`config.mk`:
```
export PLATFORM = sky130hd
export DESIGN_NAME = mem_arbiter_flat
export DESIGN_NICKNAME = d
export VERILOG_FILES = /design/src/rtl/mem_arbiter_pkg.sv /design/src/rtl/mem_arbiter_if.sv /design/src/rtl/mem_arbiter_rr_pick.sv /design/src/rtl/mem_arbiter.sv /design/src/flat_wrapper.sv
export SDC_FILE = /design/constraint.sdc
export NUM_CORES = 1
export LEC_CHECK = 0
export ABC_AREA = 1
export CORE_AREA = 8 8 79 109
export CTS_CLUSTER_SIZE = 24
export DETAILED_ROUTE_END_ITERATION = 6
export DIE_AREA = 0 0 87 117
export GPL_TIMING_DRIVEN = 0
export PLACE_DENSITY = 0.95
export SYNTH_ARGS = -nofsm -noshare
export SYNTH_HDL_FRONTEND = slang
export SYNTH_SLANG_ARGS = --single-unit
export TNS_END_PERCENT = 1
```
`constraint.sdc`:
```
create_clock -name clk -period 5.6 [get_ports clk]
set_input_delay 0.84 -clock clk [delete_from_list [all_inputs] [get_ports clk]]
set_output_delay 0.84 -clock clk [all_outputs]
set_load 0.05 [all_outputs]
```
`src/rtl/mem_arbiter_pkg.sv`:
```
// Shared types and constants for the CHIP-8 unified memory arbiter.
// Latency: n/a (types and pure functions only).
// Backpressure: n/a.
package mem_arbiter_pkg;

   localparam int MEM_BYTES = 4096;

   typedef enum logic [2:0] {
      IDLE,
      RD,
      I_LO,
      I_WAIT,
      ACK
   } arb_state_t;

   typedef enum logic [1:0] {
      REQ_I = 2'd0,
      REQ_D = 2'd1,
      REQ_V = 2'd2
   } req_id_t;

   // Cyclic successor in the I -> D -> V -> I service order.
   function automatic req_id_t next_id(input req_id_t id);
      case (id)
         REQ_I:   return REQ_D;
         REQ_D:   return REQ_V;
         default: return REQ_I;
      endcase
   endfunction

endpackage

```
`src/rtl/mem_arbiter_if.sv`:
```
// Requester-side bundle: instruction fetch (I), CPU data (D) and video (V) ports.
// Latency: n/a (wiring only).
// Backpressure: req/ack handshake; each requester holds req until its one-cycle ack.
// Ports: i_* 16-bit fetch, d_* byte read/write, v_* byte read; slave = arbiter view.
interface mem_arbiter_if;

   logic        i_req;
   logic [15:0] i_adr;
   logic        i_ack;
   logic [15:0] i_rdata;

   logic        d_req;
   logic        d_we;
   logic [15:0] d_adr;
   logic [7:0]  d_wdata;
   logic        d_ack;
   logic [7:0]  d_rdata;

   logic        v_req;
   logic [15:0] v_adr;
   logic        v_ack;
   logic [7:0]  v_rdata;

   modport slave (
      input  i_req, i_adr, d_req, d_we, d_adr, d_wdata, v_req, v_adr,
      output i_ack, i_rdata, d_ack, d_rdata, v_ack, v_rdata
   );

   modport master (
      output i_req, i_adr, d_req, d_we, d_adr, d_wdata, v_req, v_adr,
      input  i_ack, i_rdata, d_ack, d_rdata, v_ack, v_rdata
   );

endinterface

```
`src/rtl/mem_arbiter_rr_pick.sv`:
```
// Round-robin (or fixed-priority) picker over the three requesters.
// Latency: purely combinational.
// Backpressure: none; losers simply stay unselected.
// Ports: req[2:0] = {V,D,I}, ptr = first requester to consider; gnt one-hot, gnt_id encoded.
module rr_pick
   import mem_arbiter_pkg::*;
#(
   parameter bit FAIR = 1'b1
) (
   input  logic [2:0] req,
   input  req_id_t    ptr,
   output logic [2:0] gnt,
   output req_id_t    gnt_id
);

   req_id_t cand;

   // Walk the cyclic order starting at the pointer; the first active request wins.
   // Fixed priority is just the same walk always starting at I.
   always_comb begin
      gnt    = '0;
      gnt_id = REQ_I;
      cand   = FAIR ? ptr : REQ_I;
      for (int k = 0; k < 3; k++) begin
         if (gnt == 3'b000 && req[cand]) begin
            gnt[cand] = 1'b1;
            gnt_id    = cand;
         end
         cand = next_id(cand);
      end
   end

endmodule

```
`src/rtl/mem_arbiter.sv`:
```
// Shares one byte-wide registered RAM between I fetch (2 bytes), D read/write and V read.
// Latency from grant cycle N: write ack N+1, byte read ack N+2, fetch ack N+3.
// Backpressure: requesters hold req until ack; only IDLE samples requests, one ack per cycle.
// Ports: clk/rst (sync, active high), bus (requester interface), mem_* to the RAM.
module mem_arbiter
   import mem_arbiter_pkg::*;
#(
   parameter int ADDR_W = 12,
   parameter bit FAIR   = 1'b1
) (
   input  logic              clk,
   input  logic              rst,
   mem_arbiter_if.slave      bus,
   output logic [ADDR_W-1:0] mem_adr,
   output logic              mem_we,
   output logic [7:0]        mem_wdata,
   input  logic [7:0]        mem_rdata
);

   arb_state_t        state, state_nxt;
   req_id_t           ptr, win;
   req_id_t           gnt_id;
   logic [2:0]        req_vec, gnt;
   logic              any_gnt;
   logic [ADDR_W-1:0] adr_q, sel_adr;
   logic [7:0]        hi_q;
   logic [15:0]       i_rdata_q;
   logic [7:0]        d_rdata_q, v_rdata_q;
   logic              unused_hi;

   assign req_vec = {bus.v_req, bus.d_req, bus.i_req};
   assign any_gnt = |gnt;

   rr_pick #(.FAIR(FAIR)) u_pick (
      .req    (req_vec),
      .ptr    (ptr),
      .gnt    (gnt),
      .gnt_id (gnt_id)
   );

   // Requester addresses alias modulo the RAM size; upper bits are dropped.
   always_comb begin
      case (gnt_id)
         REQ_D:   sel_adr = bus.d_adr[ADDR_W-1:0];
         REQ_V:   sel_adr = bus.v_adr[ADDR_W-1:0];
         default: sel_adr = bus.i_adr[ADDR_W-1:0];
      endcase
   end

   assign unused_hi = ^{bus.i_adr[15:ADDR_W], bus.d_adr[15:ADDR_W], bus.v_adr[15:ADDR_W]};

   // Next state and RAM drive. The grant cycle itself drives the RAM so a write
   // completes in IDLE and reads start one cycle earlier.
   always_comb begin
      state_nxt = state;
      mem_adr   = '0;
      mem_we    = 1'b0;
      mem_wdata = '0;
      case (state)
         IDLE: begin
            if (any_gnt) begin
               mem_adr = sel_adr;
               if (gnt_id == REQ_D && bus.d_we) begin
                  mem_we    = 1'b1;
                  mem_wdata = bus.d_wdata;
                  state_nxt = ACK;
               end else if (gnt_id == REQ_I) begin
                  state_nxt = I_LO;
               end else begin
                  state_nxt = RD;
               end
            end
         end
         RD: begin
            mem_adr   = adr_q;
            state_nxt = ACK;
         end
         // Second fetch byte wraps naturally at the top of the address space.
         I_LO: begin
            mem_adr   = adr_q + ADDR_W'(1);
            state_nxt = I_WAIT;
         end
         I_WAIT: begin
            mem_adr   = adr_q + ADDR_W'(1);
            state_nxt = ACK;
         end
         ACK: begin
            mem_adr   = adr_q;
            state_nxt = IDLE;
         end
         default: state_nxt = IDLE;
      endcase
      // A write granted in a reset cycle must never reach the RAM.
      if (rst) begin
         mem_adr   = '0;
         mem_we    = 1'b0;
         mem_wdata = '0;
      end
   end

   always_ff @(posedge clk) begin
      if (rst) begin
         state     <= IDLE;
         ptr       <= REQ_I;
         win       <= REQ_I;
         adr_q     <= '0;
         hi_q      <= '0;
         i_rdata_q <= '0;
         d_rdata_q <= '0;
         v_rdata_q <= '0;
      end else begin
         state <= state_nxt;
         case (state)
            IDLE: begin
               if (any_gnt) begin
                  win   <= gnt_id;
                  adr_q <= sel_adr;
               end
            end
            RD: begin
               if (win == REQ_V) v_rdata_q <= mem_rdata;
               else              d_rdata_q <= mem_rdata;
            end
            // Stage the high byte so i_rdata only changes when the fetch completes.
            I_LO:   hi_q      <= mem_rdata;
            I_WAIT: i_rdata_q <= {hi_q, mem_rdata};
            ACK: begin
               if (FAIR) ptr <= next_id(win);
            end
            default: ;
         endcase
      end
   end

   assign bus.i_ack   = !rst && state == ACK && win == REQ_I;
   assign bus.d_ack   = !rst && state == ACK && win == REQ_D;
   assign bus.v_ack   = !rst && state == ACK && win == REQ_V;
   assign bus.i_rdata = i_rdata_q;
   assign bus.d_rdata = d_rdata_q;
   assign bus.v_rdata = v_rdata_q;

endmodule

```
`src/flat_wrapper.sv`:
```
// flat-port wrapper written by rule: the top's interface ports become plain ports
module mem_arbiter_flat import mem_arbiter_pkg::*;
#(
   parameter int ADDR_W = 12,
   parameter bit FAIR   = 1'b1
)
  (clk, rst, mem_adr, mem_we, mem_wdata, mem_rdata, bus_i_req, bus_i_adr, bus_d_req, bus_d_we, bus_d_adr, bus_d_wdata, bus_v_req, bus_v_adr, bus_i_ack, bus_i_rdata, bus_d_ack, bus_d_rdata, bus_v_ack, bus_v_rdata);
  mem_arbiter_if bus_i ();
  input  logic clk;
  input  logic rst;
  output logic [ADDR_W-1:0] mem_adr;
  output logic mem_we;
  output logic [7:0] mem_wdata;
  input  logic [7:0] mem_rdata;
  input wire logic [$bits(bus_i.i_req)-1:0] bus_i_req;
  input wire logic [$bits(bus_i.i_adr)-1:0] bus_i_adr;
  input wire logic [$bits(bus_i.d_req)-1:0] bus_d_req;
  input wire logic [$bits(bus_i.d_we)-1:0] bus_d_we;
  input wire logic [$bits(bus_i.d_adr)-1:0] bus_d_adr;
  input wire logic [$bits(bus_i.d_wdata)-1:0] bus_d_wdata;
  input wire logic [$bits(bus_i.v_req)-1:0] bus_v_req;
  input wire logic [$bits(bus_i.v_adr)-1:0] bus_v_adr;
  output wire logic [$bits(bus_i.i_ack)-1:0] bus_i_ack;
  output wire logic [$bits(bus_i.i_rdata)-1:0] bus_i_rdata;
  output wire logic [$bits(bus_i.d_ack)-1:0] bus_d_ack;
  output wire logic [$bits(bus_i.d_rdata)-1:0] bus_d_rdata;
  output wire logic [$bits(bus_i.v_ack)-1:0] bus_v_ack;
  output wire logic [$bits(bus_i.v_rdata)-1:0] bus_v_rdata;
  assign bus_i.i_req = bus_i_req;
  assign bus_i.i_adr = bus_i_adr;
  assign bus_i.d_req = bus_d_req;
  assign bus_i.d_we = bus_d_we;
  assign bus_i.d_adr = bus_d_adr;
  assign bus_i.d_wdata = bus_d_wdata;
  assign bus_i.v_req = bus_v_req;
  assign bus_i.v_adr = bus_v_adr;
  assign bus_i_ack = bus_i.i_ack;
  assign bus_i_rdata = bus_i.i_rdata;
  assign bus_d_ack = bus_i.d_ack;
  assign bus_d_rdata = bus_i.d_rdata;
  assign bus_v_ack = bus_i.v_ack;
  assign bus_v_rdata = bus_i.v_rdata;
  mem_arbiter #(.ADDR_W(ADDR_W), .FAIR(FAIR)) u_core (.clk(clk), .rst(rst), .bus(bus_i), .mem_adr(mem_adr), .mem_we(mem_we), .mem_wdata(mem_wdata), .mem_rdata(mem_rdata));
endmodule
```
==> impl_results.rst, run 1 <==
.. list-table::
   :header-rows: 1

   * - Metric
     - Value
   * - Outcome
     - finished clean
   * - I/O Buffers
     - between 100 and 150
   * - Horizontal die dimension
     - around 87 um
   * - TritonCTS Buffers
     - 9
   * - Number of pins with negative max-slew slack in the final report
     - 0
   * - DR pass1 iterations
     - 5
   * - Number of antenna-violating nets in the routed design
     - 0
   * - Clock skew after layout
     - 0.00701 ns
   * - Antenna Diode Count
     - 0
   * - Placed instance area
     - 0.00443 mm2
   * - Total Negative Setup Slacks
     - 0 ns
   * - Final core occ
     - 65.3%
   * - Footprint of the multi-input gates
     - between 0.0015 and 0.002 mm2
   * - Per-instance average area after synthesis
     - about 6.6 um2
   * - Least setup slack across all paths after layout
     - approximately 0.3 ns
   * - Filler-free cell count of the finished design
     - just over 700
   * - Syn Nets
     - about 560
   * - Buffers inserted during post-CTS setup optimization
     - 0
   * - Die area
     - just over 0.01 mm2
   * - Clock transition at the register clock pins on the worst setup and hold paths after CTS
     - 0.07 ns
   * - DR DRC count
     - 0
   * - Worst hold-check path type
     - reg2reg
   * - Initial cell density of the core
     - ~45%
   * - Worst-path fanout max
     - 10
   * - # setup viols final
     - 0
   * - Drt total wl
     - ~11 mm
   * - Root cell of the clock tree
     - clkbuf_8
   * - Slew at the pin closest to its max-slew limit
     - 0.755 ns
   * - DR vias/cell
     - ~5.2
   * - Total power after layout
     - around 2.2 mW
   * - Total global routing overflow
     - 0
   * - Avg WL per Cell
     - ~15 um
   * - CTS sink count
     - 59
   * - Max transition margin
     - 49.6%
   * - Maximum number of pins on one net before global-route repair
     - 12
   * - Final #Nets
     - 681
   * - Clock latency on the worst-skew pair
     - 0.34 ns
   * - Shortest period the worst path allows
     - between 5 and 6 ns
   * - Type of destination of the critical path
     - primary output
   * - Sequential Area
     - 0.00118 mm2
   * - Number of endpoints with negative hold slack in the final report
     - 0
   * - Post-Syn Area
     - between 0.003 and 0.004 mm2
   * - Startpoint type of the worst setup path
     - input port
   * - Crit path required time
     - approximately 4.8 ns
   * - Number of antenna violations at the first check in global routing
     - 0
   * - Worst-path cell with the longest stage delay
     - clkdlybuf4s50_1
   * - DRC marker count from the first detailed-route iteration
     - 316
   * - Sequential area share after synthesis
     - a little under two fifths
   * - Placed Cells
     - a little under 700
   * - Most repeated library cell on the critical path
     - inv_1
   * - Growth of design area from synthesis to finish
     - 45.4%
   * - Count of cells along the worst register-to-register path
     - 14
   * - Rows
     - 37
   * - HPWL reported at the end of detailed placement
     - roughly 8.3 mm
   * - Final instance area
     - 0.00463 mm2
   * - Core area
     - ~0.0071 mm2
   * - Synthesized netlist cell count
     - approximately 480
   * - GRT Total Usage
     - a little over a fifth
   * - Unrepaired setup endpoints after global routing
     - false
   * - Dpl ws
     - approximately 0.37 ns
   * - Worst EP arrival
     - approximately 4.5 ns
   * - Leakage power summed over all cells
     - 1.82 nW
   * - Post-cts repair resize count
     - 0
   * - Final cycle utilization of the critical path
     - a little over nine tenths
   * - CTS tree
     - yes
   * - Max-capacitance violation count
     - 0
   * - Worst path max stage delay
     - ~0.85 ns
   * - Bufs on Longest Clock Path
     - 2
   * - RD Place Congestion
     - 0.925
   * - VDD IR-drop max
     - 293 uV
   * - PwrDens
     - ~480 mW/mm2
   * - Via count of the routed design
     - 3,718
   * - Yosys synthesis warning count
     - 0
   * - Number of distinct library cells after synthesis
     - 32
   * - Vias in the first global route
     - 3,664
   * - Min-Delay Path Depth
     - 2
   * - Total of fill cells in the finished design
     - 586
   * - Final Hold Slack
     - approximately 0.46 ns
   * - Crit path cell chain
     - clkdlybuf4s50_1, inv_1, nand3_1, nand3_2, o21ai_0, inv_1, nand2_1, inv_1, ha_1, inv_1, buf_1, nor2_1, a31oi_1, nand3_1, a21oi_1, clkdlybuf4s50_1
   * - Count of hold buffers inserted by post-cts repair
     - 0
   * - Ports
     - approximately 130
   * - Type of the worst setup path
     - in2out
   * - H-tree level count
     - 3
   * - Height of the die
     - around 120 um
   * - Number of storage elements in the synthesis netlist
     - 59
   * - Share of layout cells above drive strength 1
     - under 10%
   * - First-pass GRT wire length
     - between 15 and 20 mm
   * - F_max
     - 189 MHz
-- cells by family after synthesis --
group                    Yosys count  share of synthesized area (%)
adder cells (fa/ha/maj)            4                           1.57
buffers and inverters             75                           9.91
AO/OA/AOI/OAI                    112                           19.4
AND/OR/NAND/NOR                  234                           32.0
flip-flops                        59                           37.1
-- cell usage after synthesis --
| cell type | n | area, um2 |
|---|---|---|
| nand2_4 | 1 | 11.3 |
| o211ai_1 | 1 | 7.51 |
| o22ai_1 | 2 | 12.5 |
| nand3b_1 | 2 | 15.0 |
| buf_6 | 1 | 11.3 |
| dfxtp_1 | 59 | 1180 |
| nor3_1 | 3 | 15.0 |
| a21oi_1 | 48 | 240 |
| nor2_2 | 3 | 18.8 |
| clkbuf_1 | 13 | 48.8 |
| buf_12 | 1 | 20.0 |
| ha_1 | 4 | 50.1 |
| o21ai_0 | 40 | 200 |
| nor3_2 | 1 | 10.0 |
| nor2_1 | 85 | 319 |
| nand3_4 | 1 | 17.5 |
| buf_4 | 1 | 7.51 |
| o2111ai_1 | 1 | 8.76 |
| nand2_2 | 8 | 50.1 |
| buf_2 | 4 | 20.0 |
| clkinv_1 | 1 | 3.75 |
| a31oi_1 | 10 | 62.6 |
| inv_1 | 50 | 188 |
| buf_1 | 1 | 3.75 |
| nand3_2 | 3 | 30.0 |
| nand4_1 | 4 | 25.0 |
| nand3_1 | 37 | 185 |
| inv_2 | 2 | 7.51 |
| nand2_1 | 86 | 323 |
| a22oi_1 | 2 | 15.0 |
| clkbuf_2 | 1 | 5.00 |
| a21oi_2 | 8 | 70.1 |
-- cell type report --
| cell class | instances | area share [%] |
|---|---|---|
| clock buffers | 10 | 2.97 |
| inverters | 53 | 4.30 |
| plain buffers | 22 | 2.51 |
| well taps | 97 | 2.62 |
| flip-flops and latches | 59 | 25.5 |
| clock inverters | 6 | 1.41 |
| repair buffers | 112 | 24.2 |
| multi-input cells | 350 | 36.4 |
-- final timing paths --
| path | from | to | slack (ns) |
|---|---|---|---|
| worst max-delay path | bus_v_req | mem_adr[7] | 0.30 |
| worst min-delay path | u_core.hi_q[7] | u_core.hi_q[7] | 0.46 |
| worst max register to register | u_core.ptr[1] | u_core.adr_q[4] | 2.86 |
| worst min register to register | u_core.hi_q[7] | u_core.hi_q[7] | 0.46 |
-- state kept, by name, summed over array words and instances (netlist names) --
register            flops
u_core.adr_q           12
u_core.bus.d_rdata      8
u_core.bus.i_rdata     16
u_core.bus.v_rdata      8
u_core.hi_q             8
u_core.ptr              2
u_core.state            3
u_core.win              2
-- critical path: cells and delay by family --
| family | cells | cell delay (ns) |
|---|---|---|
| and+or+nand+nor | 5 | 0.59 |
| buffers and inverters | 7 | 2.15 |
| AOI/OAI and AO/OA | 3 | 0.61 |
| adders and majority gates | 1 | 0.28 |
-- placed cells by master (no fill, tap or decap), drive strengths merged --
cell type	instances
buf	8
ha	4
nor2	88
nor3	4
o211ai	1
nand3	41
o22ai	2
nand4	4
inv	52
clkinv	5
a31oi	10
clkinvlp	1
bufinv	1
nand3b	2
nand2	95
dfxtp	59
a21oi	56
o2111ai	1
clkbuf	24
clkdlybuf4s50	112
o21ai	40
a22oi	2
-- layer usage --
layer | part of all wire, % | vias up | global-route usage [%]
li1 | - | 1825 | -
met1 | 39 | 1698 | 21.3
met2 | 50 | 173 | 38.8
met3 | 9.2 | 22 | 6.15
met4 | 2.0 | 0 | 8.07
met5 | 0 | - | 0
-- where the power goes --
group          switching, mW  internal, mW  leakage, nW
clock                  0.176         0.217        0.102
combinational          0.801         0.405         1.24
sequential            0.0903         0.531        0.481
total                   1.07          1.15         1.82
Power figures use the tool's default switching activity.
==> run 2, diff against run 1 <==
--- a/config.mk
+++ b/config.mk
@@ -5,11 +5,11 @@
 export SDC_FILE = /design/constraint.sdc
 export NUM_CORES = 1
 export LEC_CHECK = 0
-export ABC_AREA = 1
-export CORE_AREA = 8 8 79 109
+export ABC_AREA = 0
+export CORE_AREA = 8 8 77 107
 export CTS_CLUSTER_SIZE = 24
 export DETAILED_ROUTE_END_ITERATION = 6
-export DIE_AREA = 0 0 87 117
+export DIE_AREA = 0 0 85 115
 export GPL_TIMING_DRIVEN = 0
 export PLACE_DENSITY = 0.95
 export SYNTH_ARGS = -nofsm -noshare
==> run 2 against run 1 <==
Highest routed layer unchanged; clock-buffer cell count increased by 2; clock skew down 0.0025 ns; first-iteration DRC count is 52% lower.
==> impl_results.rst, run 2 <==
.. list-table::
   :header-rows: 1

   * - Metric
     - Value
   * - DR DRC count
     - 0
   * - Drt total wl
     - 9.56 mm
   * - Reg-to-reg endpoint
     - u_core.adr_q[1]
   * - Worst-path cell with the longest stage delay
     - clkdlybuf4s50_1
   * - Final #Nets
     - approximately 580
   * - Largest register FFs
     - 16
   * - Hold Crit Start
     - u_core.hi_q[0]
   * - Count of hold buffers inserted by post-cts repair
     - 0
   * - Share of layout cells above drive strength 1
     - 7.05%
   * - Total power after layout
     - roughly 1.4 mW
   * - Yosys top cell area share
     - 39.7%
   * - Yosys synthesis warning count
     - 0
   * - Number of distinct library cells after synthesis
     - 49
   * - Number of endpoints with negative hold slack in the final report
     - 0
   * - Most common cell after layout, fill and taps aside
     - clkdlybuf4s50_1
   * - Per-instance average area after synthesis
     - just under 8 um2
   * - Crit path required time
     - between 4 and 5 ns
   * - Unrepaired setup endpoints after global routing
     - false
   * - Max transition margin
     - between 50% and 60%
   * - Worst path max stage delay
     - approximately 0.86 ns
   * - Initial cell density of the core
     - 44.3%
   * - CTS tree
     - yes
   * - Sequential area share after synthesis
     - between 30% and 40%
   * - Rows
     - 36
   * - Total global routing overflow
     - 0
   * - Die area
     - a little under 0.01 mm2
   * - First-pass GRT wire length
     - approximately 16 mm
   * - Combinational fraction of design power
     - between 30% and 40%
   * - # setup viols final
     - 0
   * - DR vias/cell
     - 5.60
   * - Shortest period the worst path allows
     - roughly 4.9 ns
   * - Max-capacitance violation count
     - 0
   * - Number of storage elements in the synthesis netlist
     - 59
   * - Leakage power summed over all cells
     - between 1.5 and 2 nW
   * - Most frequent cell after synthesis
     - nand2_1
   * - Syn Nets
     - 458
   * - I/O Buffers
     - about 110
   * - Cell type with the largest total area after synthesis
     - dfxtp_1
   * - Net Sw Power
     - between 0.5 and 0.6 mW
   * - H-tree level count
     - 3
   * - PwrDens
     - 321 mW/mm2
   * - Primary FF master, synth
     - dfxtp_1
   * - Outcome
     - finished clean
   * - Synthesized netlist cell count
     - about 380
   * - Min-Delay Path Depth
     - 2
   * - Total of fill cells in the finished design
     - ~530
   * - Worst hold-check path type
     - reg2reg
   * - GRT Total Usage
     - about 20%
   * - Type of the worst setup path
     - in2out
   * - Root cell of the clock tree
     - clkbuf_8
   * - Post-synthesis async set-or-reset flop share
     - 0%
   * - Via count of the routed design
     - between 3,000 and 4,000
   * - Commonest cells after routing, fill and taps aside
     - 113 x clkdlybuf4s50_1, 87 x nand2_1, 59 x dfxtp_1, 53 x a21oi_1, 28 x o21ai_0
   * - Switching share of total power
     - roughly 36%
   * - TritonCTS Buffers
     - 9
   * - Number of antenna violations at the first check in global routing
     - 0
   * - Share of total power in sequential cells
     - 34.9%
   * - VDD IR-drop max
     - approximately 150 uV
   * - Clock transition at the register clock pins on the worst setup and hold paths after CTS
     - roughly 0.060 ns
   * - Count of cells along the worst register-to-register path
     - 9
   * - Antenna Diode Count
     - 0
   * - DR pass1 iterations
     - 5
   * - Internal power of the cells
     - approximately 0.91 mW
   * - CTS sink count
     - 59
   * - Top cell types by occurrence after synthesis
     - 87 x nand2_1, 59 x dfxtp_1, 53 x a21oi_1
   * - Final cycle utilization of the critical path
     - roughly nine tenths
   * - Core area
     - roughly 0.0067 mm2
   * - Worst EP arrival
     - around 4.1 ns
   * - Horizontal die dimension
     - between 80 and 90 um
   * - Growth of design area from synthesis to finish
     - 48.4%
   * - Worst-path fanout max
     - 10
   * - Maximum number of pins on one net before global-route repair
     - 11
   * - DRC marker count from the first detailed-route iteration
     - between 150 and 200
   * - Number of pins with negative max-slew slack in the final report
     - 0
   * - Share of power burned in the clock network
     - between 30% and 40%
   * - CP bufs+invs
     - 4
   * - Number of antenna-violating nets in the routed design
     - 0
   * - Clock skew after layout
     - 0.00452 ns
   * - Post-Syn Area
     - roughly 0.0030 mm2
   * - Origin of the critical flop-to-flop path
     - u_core.ptr[1]
   * - Ports
     - between 100 and 150
   * - HPWL reported at the end of detailed placement
     - around 7.4 mm
   * - Slew at the pin closest to its max-slew limit
     - approximately 0.64 ns
   * - EDFF count, synth
     - 0
   * - RD Place Congestion
     - ~0.84
   * - Worst Hold End
     - u_core.bus.i_rdata[8]
   * - Crit path cell chain
     - clkdlybuf4s50_1, a21boi_1, o21ai_0, inv_1, ha_1, clkbuf_1, a22oi_1, o21ai_0, nand2_1, a31oi_1, clkdlybuf4s50_1
   * - Buffers inserted during post-CTS setup optimization
     - 0
   * - Area contributors post-synth
     - dfxtp_1 40%, nand2_1 11%, a21oi_1 8.9%, mux2i_1 5.4%, o21ai_0 4.7%
   * - Setup slack, reg-to-reg
     - between 3 and 4 ns
   * - Type of destination of the critical path
     - primary output
   * - Post-cts repair resize count
     - 0
   * - Avg WL per Cell
     - between 15 and 20 um
   * - Startpoint type of the worst setup path
     - input port
   * - F_max
     - about 200 MHz
   * - Bufs on Longest Clock Path
     - 2
   * - Vias in the first global route
     - 3,333
   * - Height of the die
     - 115 um
   * - Largest delay share family, worst path
     - buffers and inverters
   * - Total Negative Setup Slacks
     - 0 ns
   * - Clock latency on the worst-skew pair
     - between 0.3 and 0.4 ns
==> run 2: kinds of logic (layout without fill, tap and decap cells) <==
| kind of cell | Yosys count | in the layout | share of synthesized area, % |
|---|---|---|---|
| compound gates | 118 | 118 | 22.8 |
| mux | 16 | 16 | 5.38 |
| buf+inv | 30 | 157 | 4.88 |
| xor+xnor | 2 | 2 | 0.589 |
| fa+ha+maj | 4 | 4 | 1.68 |
| flops | 59 | 59 | 39.7 |
| simple gates | 155 | 155 | 25.0 |
==> run 2: worst max path at each step <==
stage,endpoint,start,cells after the start
floorplan,mem_adr[9],bus_v_req,9
global placement,mem_adr[6],bus_v_req,11
detailed placement,mem_adr[6],bus_v_req,11
CTS,mem_adr[6],bus_v_req,11
global route,mem_adr[9],bus_v_req,11
finish,mem_adr[6],bus_v_req,11
==> run 2: tightest hold or removal path: stages (launching register included) <==
cell     delay (ns)
dfxtp_1        0.31
nand2_1        0.05
a21oi_1        0.05
==> run 2: power by group through the flow <==
stage,combinational (mW),sequential (mW),clock (mW)
floorplan,0.297,0.526,0
global placement,0.477,0.498,0
detailed placement,0.488,0.502,0
CTS,0.494,0.493,0.434
global route,0.537,0.498,0.452
finish,0.495,0.495,0.430
==> run 2: layout make-up <==
| class | count | area, um2 | share of cell area, % |
|---|---|---|---|
| repair buffers | 113 | 1130 | 25.6 |
| well taps | 76 | 95.1 | 2.15 |
| clock inverters | 2 | 60.1 | 1.36 |
| multi-input cells | 295 | 1650 | 37.3 |
| plain buffers | 25 | 126 | 2.86 |
| inverters | 5 | 18.8 | 0.425 |
| flip-flops and latches | 59 | 1180 | 26.7 |
| clock buffers | 12 | 155 | 3.51 |
==> run 2: stage by stage <==
step / hold slack, ns / cell area (um2) / util [%] / setup WS [ns] / std cells
CTS: 0.458 / 4420 / 65.8 / 0.651 / 587
finish: 0.459 / 4420 / 65.8 / 0.654 / 587
global route: 0.468 / 4420 / 65.8 / 0.392 / 587
detailed placement: 0.449 / 4200 / 62.6 / 0.641 / 573
global placement: 0.433 / 4200 / 62.6 / 0.735 / 573
floorplan: 0.428 / 2980 / - / 1.65 / 384
==> run 2: routing by layer <==
layer | part of all wire, % | vias up | global-route usage (%)
li1 | - | 1594 | -
met1 | 37 | 1503 | 19.3
met2 | 53 | 166 | 36.6
met3 | 7.8 | 27 | 6.58
met4 | 2.8 | 0 | 8.71
met5 | 0 | - | 0
